[config.mk]
export PLATFORM = sky130hd
export DESIGN_NAME = pc_sequencer
export DESIGN_NICKNAME = d
export VERILOG_FILES = /design/src/rtl/pc_sequencer.sv
export SDC_FILE = /design/constraint.sdc
export NUM_CORES = 1
export LEC_CHECK = 0
export ABC_AREA = 1
export ABC_CLOCK_PERIOD_IN_PS = 2300
export CAP_MARGIN = 20
export CORE_AREA = 3 3 73 75
export DETAILED_ROUTE_END_ITERATION = 10
export DIE_AREA = 0 0 76 78
export MAX_ROUTING_LAYER = met4
export PLACE_DENSITY = 0.8
export RECOVER_POWER = 50
export SETUP_SLACK_MARGIN = 0.02
export SLEW_MARGIN = 20
export SYNTH_ARGS = -nofsm -noshare
export SYNTH_HDL_FRONTEND = slang
export SYNTH_SLANG_ARGS = --single-unit
[constraint.sdc]
create_clock -name clk -period 2.3 [get_ports clk]
set_input_delay 0.69 -clock clk [delete_from_list [all_inputs] [get_ports clk]]
set_output_delay 0.69 -clock clk [all_outputs]
set_load 0.05 [all_outputs]
[src/rtl/pc_sequencer.sv]
// pc_sequencer: program-counter sequencer for the 16-bit custom processor.
// Steps the instruction-fetch handshake, decides where the external PC goes
// (hold / increment / load), and keeps a hardware return-address stack.
// Optional build macro: SEQ_RETIRE_CNT_EN adds a live 16-bit retired
// instruction counter on retire_cnt; without it retire_cnt is tied to 0.
//
// Handshake: imem_req is raised in FETCH and stays high until imem_ack is
// seen in a FETCH cycle (the acking cycle counts); imem_ack outside FETCH is
// ignored. instr_valid marks the single EXEC cycle in which the decode inputs
// are sampled.
module pc_sequencer #(
    parameter int unsigned       ADDR_W       = 8,
    parameter int unsigned       STACK_DEPTH  = 4,
    parameter logic [ADDR_W-1:0] RESET_VECTOR = '0
) (
    input  logic              clk,
    input  logic              rstn,
    input  logic [ADDR_W-1:0] pc_addr,
    output logic              pc_select,
    output logic [ADDR_W-1:0] jump_address,
    output logic              imem_req,
    input  logic              imem_ack,
    output logic              instr_valid,
    input  logic              dec_jump,
    input  logic              dec_branch,
    input  logic              branch_taken,
    input  logic              dec_call,
    input  logic              dec_ret,
    input  logic              dec_halt,
    input  logic [ADDR_W-1:0] target_addr,
    input  logic              resume,
    output logic              halted,
    output logic              stack_overflow,
    output logic              stack_underflow,
    output logic [15:0]       retire_cnt
);

    localparam int unsigned      CNT_W    = $clog2(STACK_DEPTH + 1);
    localparam logic [CNT_W-1:0] FULL_CNT = CNT_W'(STACK_DEPTH);

    typedef enum logic [1:0] {
        S_IDLE  = 2'd0,
        S_FETCH = 2'd1,
        S_EXEC  = 2'd2,
        S_HALT  = 2'd3
    } state_t;

    state_t            r_state;
    state_t            w_next;

    // Entry 0 is always the top of stack; push/pop shift the whole array so
    // no variable index into the stack is ever needed.
    logic [ADDR_W-1:0] r_stack [STACK_DEPTH];
    logic [CNT_W-1:0]  r_count;
    logic              r_ovf;
    logic              r_unf;

    logic              w_push;
    logic              w_pop;
    logic              w_set_ovf;
    logic              w_set_unf;
    logic              w_empty;
    logic              w_full;
    logic [ADDR_W-1:0] w_ret_addr;

    // Return address wraps naturally at 2^ADDR_W.
    assign w_ret_addr      = pc_addr + ADDR_W'(1);
    assign w_empty         = (r_count == '0);
    assign w_full          = (r_count == FULL_CNT);
    assign stack_overflow  = r_ovf;
    assign stack_underflow = r_unf;

    // State register.
    always_ff @(posedge clk or negedge rstn) begin
        if (!rstn) begin
            r_state <= S_IDLE;
        end else begin
            r_state <= w_next;
        end
    end

    // Next state, PC control, handshake outputs and stack requests.
    always_comb begin
        w_next       = r_state;
        pc_select    = 1'b1;
        jump_address = pc_addr;
        imem_req     = 1'b0;
        instr_valid  = 1'b0;
        halted       = 1'b0;
        w_push       = 1'b0;
        w_pop        = 1'b0;
        w_set_ovf    = 1'b0;
        w_set_unf    = 1'b0;
        case (r_state)
            S_IDLE: begin
                w_next = S_FETCH;
            end
            S_FETCH: begin
                imem_req = 1'b1;
                if (imem_ack) begin
                    w_next = S_EXEC;
                end
            end
            S_EXEC: begin
                instr_valid = 1'b1;
                w_next      = S_FETCH;
                if (dec_halt) begin
                    w_next = S_HALT;
                end else if (dec_ret) begin
                    if (!w_empty) begin
                        jump_address = r_stack[0];
                        w_pop        = 1'b1;
                    end else begin
                        jump_address = RESET_VECTOR;
                        w_set_unf    = 1'b1;
                    end
                end else if (dec_call) begin
                    jump_address = target_addr;
                    if (w_full) begin
                        w_set_ovf = 1'b1;
                    end else begin
                        w_push = 1'b1;
                    end
                end else if (dec_jump || (dec_branch && branch_taken)) begin
                    jump_address = target_addr;
                end else begin
                    pc_select = 1'b0;
                end
            end
            S_HALT: begin
                halted = 1'b1;
                if (resume) begin
                    pc_select = 1'b0;
                    w_next    = S_FETCH;
                end
            end
            default: begin
                w_next = S_IDLE;
            end
        endcase
    end

    // Return-address stack: shift down on push, shift up on pop.
    always_ff @(posedge clk or negedge rstn) begin
        if (!rstn) begin
            for (int i = 0; i < STACK_DEPTH; i++) begin
                r_stack[i] <= '0;
            end
            r_count <= '0;
        end else if (w_push) begin
            r_stack[0] <= w_ret_addr;
            for (int i = 1; i < STACK_DEPTH; i++) begin
                r_stack[i] <= r_stack[i-1];
            end
            r_count <= r_count + CNT_W'(1);
        end else if (w_pop) begin
            for (int i = 0; i < STACK_DEPTH - 1; i++) begin
                r_stack[i] <= r_stack[i+1];
            end
            r_stack[STACK_DEPTH-1] <= '0;
            r_count <= r_count - CNT_W'(1);
        end
    end

    // Sticky error flags, cleared only by reset.
    always_ff @(posedge clk or negedge rstn) begin
        if (!rstn) begin
            r_ovf <= 1'b0;
            r_unf <= 1'b0;
        end else begin
            r_ovf <= r_ovf | w_set_ovf;
            r_unf <= r_unf | w_set_unf;
        end
    end

`ifdef SEQ_RETIRE_CNT_EN
    logic [15:0] r_retire_cnt;

    // Count every instruction that leaves EXEC, halts included.
    always_ff @(posedge clk or negedge rstn) begin
        if (!rstn) begin
            r_retire_cnt <= '0;
        end else if (r_state == S_EXEC) begin
            r_retire_cnt <= r_retire_cnt + 16'd1;
        end
    end

    assign retire_cnt = r_retire_cnt;
`else
    assign retire_cnt = '0;
`endif

endmodule

==> results of run 1 <==
==> through the flow <==
stage / total power, uW / hold WS [ps] / instances
2_1_floorplan: 1640 / 394 / 319
3_3_place_gp: 1970 / 458 / 422
3_5_place_dp: 2020 / 477 / 422
4_1_cts: 2690 / 370 / 440
5_1_grt: 2860 / 514 / 442
6_report: 2710 / 489 / 442
==> per-layer routing <==
| metal | vias to the layer above | routed length [um] |
|---|---|---|
| met5 | - | 0 |
| met4 | 0 | 53 |
| met3 | 5 | 307 |
| met2 | 77 | 2930 |
| met1 | 1059 | 2720 |
| li1 | 1107 | - |
==> cells in the final DEF, fill, tap and decap left out, types with 2 or more instances in the layout <==
cell type,n
sky130_fd_sc_hd__inv_1,12
sky130_fd_sc_hd__nor2_4,2
sky130_fd_sc_hd__buf_4,35
sky130_fd_sc_hd__inv_4,2
sky130_fd_sc_hd__nand4_1,8
sky130_fd_sc_hd__nor2_1,2
sky130_fd_sc_hd__nand3_4,9
sky130_fd_sc_hd__clkbuf_1,3
sky130_fd_sc_hd__clkdlybuf4s50_1,19
sky130_fd_sc_hd__xor2_1,2
sky130_fd_sc_hd__inv_2,6
sky130_fd_sc_hd__nand2_1,86
sky130_fd_sc_hd__dfrtp_1,39
sky130_fd_sc_hd__o21bai_1,3
sky130_fd_sc_hd__buf_12,10
sky130_fd_sc_hd__nand3_2,4
sky130_fd_sc_hd__ha_1,4
sky130_fd_sc_hd__xnor2_1,2
sky130_fd_sc_hd__buf_2,5
sky130_fd_sc_hd__o21ai_0,4
sky130_fd_sc_hd__clkbuf_8,6
sky130_fd_sc_hd__nand3_1,66
sky130_fd_sc_hd__nand2_4,9
sky130_fd_sc_hd__conb_1,16
sky130_fd_sc_hd__nand2_2,7
==> power groups by stage <==
stage	combinational, uW	sequential [uW]	clock (uW)
final	1170	959	579
after global routing	1260	974	625
after CTS	1150	950	596
after detailed placement	1050	969	0
after global placement	1010	960	0
after floorplan	662	973	0
==> cell families after synthesis <==
logic type / synth area share [%]
AO/OA/AOI/OAI: 2.79
XOR/XNOR: 1.50
adder cells (fa/ha/maj): 3.21
buffers and inverters: 12.6
flip-flops: 41.8
other: 0.161
AND/OR/NAND/NOR: 37.9
==> final cells by class <==
class                           instances  area, um^2
Timing Repair Buffer                   75         722
Sequential cell                        39         976
Timing Repair inverter                  1        7.51
Clock buffer                            6        82.6
Tap cell                               67        83.8
Clock inverter                          2        35.0
Multi-Input combinational cell        232        1360
Inverter                               20        80.1
Fill cell                             333        1380
==> worst max-delay path: stages, from the launching register on <==
cell and delay (ps):
sky130_fd_sc_hd__dfrtp_1 390, sky130_fd_sc_hd__inv_2 70, sky130_fd_sc_hd__ha_4 170, sky130_fd_sc_hd__nand2_4 100, sky130_fd_sc_hd__nor2_4 50, sky130_fd_sc_hd__nand2_4 90, sky130_fd_sc_hd__clkinvlp_4 150, sky130_fd_sc_hd__nand2_2 110
sky130_fd_sc_hd__nand3_4 80, sky130_fd_sc_hd__buf_12 150
==> what timing repair did <==
| action | 4_1_cts | 5_1_grt |
|---|---|---|
| pin swaps | 23 | 12 |
| setup endpoints to repair | 9 | 9 |
| cloned | 1 | 0 |
| resized for setup | 58 | 4 |
| buffers inserted | 9 | 2 |
==> state kept, by name, indices dropped and copies added (netlist names) <==
name and cells:
stack_overflow 1, r_count 3, stack_underflow 1, r_stack 32, r_state 2
==> worst paths after layout <==
path / end / cells after the start / from / slack (ps)
worst max-delay path: jump_address[1] / 9 / r_state[0] / -30
worst min-delay path: stack_underflow / 1 / stack_underflow / 490
worst max register to register: r_stack[18] / 11 / r_state[0] / 280
worst min register to register: stack_underflow / 1 / stack_underflow / 490
max in group asynchronous: r_stack[16] / 2 / rstn / 330
min in group asynchronous: r_state[0] / 1 / rstn / 590
==> Yosys cell counts, drive strengths merged <==
master  instances  area (um^2)
nand2         103          392
nand3          79          408
dfrtp          39          976
buf            28          218
inv            20         77.6
nand4           8         50.1
ha              6         75.1
o21ai           5         25.0
nor2            4         30.0
o21bai          3         22.5
a21oi           2         10.0
xnor2           2         17.5
xor2            2         17.5
conb            1         3.75
o31ai           1         7.51
or2             1         6.26
==> load_flow_metrics.sql, run 1 <==
INSERT INTO impl_metrics (metric_group, metric, value, unit) VALUES
('routing', 'final_antenna_net_count', '0', ''),
('setup_path', 'setup.worst_path.end_class', 'primary output', ''),
('routing', 'drt-wirelength-per-cell', '13.6', 'um'),
('global_route', 'grt.met3_usage', '3.36', '%'),
('timing', 'timing.final.ws_setup', '-25.0', 'ps'),
('placement', 'numPortBuffers', '39', ''),
('clock_tree', 'cts-root-to-sink-buffers', '2', ''),
('timing', 'final_setup_violation_count', '8', ''),
('timing', 'final.setup_skew', '9.03', 'ps'),
('clock_tree', 'holdBufCountCts', '0', ''),
('outcome', 'outcome', 'complete, but fails checks', ''),
('timing', 'setup_tns', '-111', 'ps'),
('finish', 'layout.cell_area.non_filler', '3340', 'um^2'),
('routing', 'post-route-drc-count', '0', ''),
('yosys', 'yosysWarnings', '0', ''),
('yosys', 'synth.yosys.seq_area_share', '41.8', '%'),
('clock_tree', 'cts_max_level', '2', ''),
('yosys', 'ys_seq_elements', '39', ''),
('setup_path', 'criticalPathCategory', 'register to primary output', ''),
('clock_tree', 'tritoncts.num_buffers', '5', ''),
('finish', 'finalCoreUtilization', '70.8', '%'),
('clock_tree', 'worst_setup_hold_path_clk_slew', '70', 'ps'),
('yosys', 'post_synth_num_cell_types', '23', ''),
('setup_path', 'crit_path_max_fanout', '4', ''),
('routing', 'first_pass_iters', '4', ''),
('power_and_ir_drop', 'power.sequential.fraction', '35.4', '%'),
('global_route', 'number_of_antenna_violations_at_the_first_check_in_global_routing', '0', ''),
('global_route', 'first_global_vias', '2164', ''),
('timing', 'min_period_over_period', '101', '%'),
('finish', 'antennaDiodeCount', '0', ''),
('power_and_ir_drop', 'power.switching', '1050', 'uW'),
('placement', 'dp_hpwl', '4.03', 'mm'),
('routing', 'drt-vias-per-instance', '5.09', ''),
('clock_tree', 'cts_tree', 'built', ''),
('finish', 'layout-drive-gt1-share', '27.5', '%'),
('min_path', 'hold_class', 'register to register', ''),
('yosys', 'post_synth_inst_count', '304', ''),
('setup_path', 'crit_required', '1610', 'ps'),
('die', 'die-area', '5930', 'um^2'),
('yosys', 'synthesis.area_per_instance', '7.68', 'um^2'),
('clock_tree', 'numClockSinks', '39', ''),
('die', 'floorplan.core_area', '4720', 'um^2'),
('die', 'chipHeight', '78', 'um'),
('routing', 'route.vias.total', '2248', ''),
('timing', 'timing.final.crit_period', '2330', 'ps'),
('yosys', 'synth.cell_area', '2340', 'um^2'),
('power_and_ir_drop', 'power.ir.vdd_worst', '0.000430', 'V'),
('die', 'die_w', '76', 'um'),
('setup_path', 'critical_path_arrival', '1640', 'ps'),
('placement', 'placed_cell_area', '3050', 'um^2'),
('clock_tree', 'clk_root_buffer_cell', 'sky130_fd_sc_hd__clkbuf_8', ''),
('clock_tree', 'clkLatencyLatePin', '290', 'ps'),
('timing', 'tightest_slew', '1090', 'ps'),
('die', 'initial_util', '49.5', '%'),
('setup_path', 'worstSetupStartpointType', 'register', ''),
('placement', 'preCtsSetupSlack', '-458', 'ps'),
('finish', 'syn_to_final_growth', '43.1', '%'),
('timing', 'finalMaxSlewViolations', '0', ''),
('run', 'drv_cap', '0', ''),
('timing', 'slew_headroom', '27.2', '%'),
('die', 'ioPinCount', '56', ''),
('power_and_ir_drop', 'leakage', '0.00166', 'uW'),
('power_and_ir_drop', 'p_clk_share', '21.4', '%'),
('power_and_ir_drop', 'power.switching_fraction', '38.9', '%'),
('global_route', 'grt.met2_usage', '36.4', '%'),
('finish', 'layout.nets', '406', ''),
('outcome', 'violations', 'setup timing', ''),
('power_and_ir_drop', 'comb_power_share', '43.2', '%'),
('routing', 'detail_route.iter0.violations', '186', ''),
('global_route', 'grt_most_used_layer', 'met2', ''),
('power_and_ir_drop', 'power-per-cell-area', '810', 'nW/um^2'),
('global_route', 'globalRouteMet1Util', '28.5', '%'),
('placement', 'gpl.final_weighted_congestion', '0.778', ''),
('timing', 'rsz0062_at_grt', 'yes', ''),
('global_route', 'global_route.overflow_total', '0', ''),
('global_route', 'largest_net_degree_at_the_start_of_global_routing', '34', ''),
('die', 'rows', '25', ''),
('power_and_ir_drop', 'internal_power', '1660', 'uW'),
('global_route', 'gr-usage-all-layers', '22.0', '%'),
('timing', 'final_hold_viol_count', '0', ''),
('global_route', 'global_route_wire_length_before_repair', '10.4', 'mm'),
('routing', 'route.final.wire_length', '6.01', 'mm'),
('timing', 'max_clock_freq', '430', 'MHz');
Note: power is estimated with default switching activity, not from simulation.
==> run 2: changes to the inputs <==
--- a/config.mk
+++ b/config.mk
@@ -9,6 +9,7 @@
 export ABC_CLOCK_PERIOD_IN_PS = 2300
 export CAP_MARGIN = 20
 export CORE_AREA = 3 3 73 75
+export CTS_CLUSTER_SIZE = 8
 export DETAILED_ROUTE_END_ITERATION = 10
 export DIE_AREA = 0 0 76 78
 export MAX_ROUTING_LAYER = met4
==> results of run 2 <==
Final layout, timing and power as in run 1 (identical DEF).
==> run 3: changes to the inputs <==
--- a/config.mk
+++ b/config.mk
@@ -6,7 +6,6 @@
 export NUM_CORES = 1
 export LEC_CHECK = 0
 export ABC_AREA = 1
-export ABC_CLOCK_PERIOD_IN_PS = 2300
 export CAP_MARGIN = 20
 export CORE_AREA = 3 3 73 75
 export CTS_CLUSTER_SIZE = 8
==> results of run 3 <==
Final layout, timing and power as in run 1 (identical DEF).
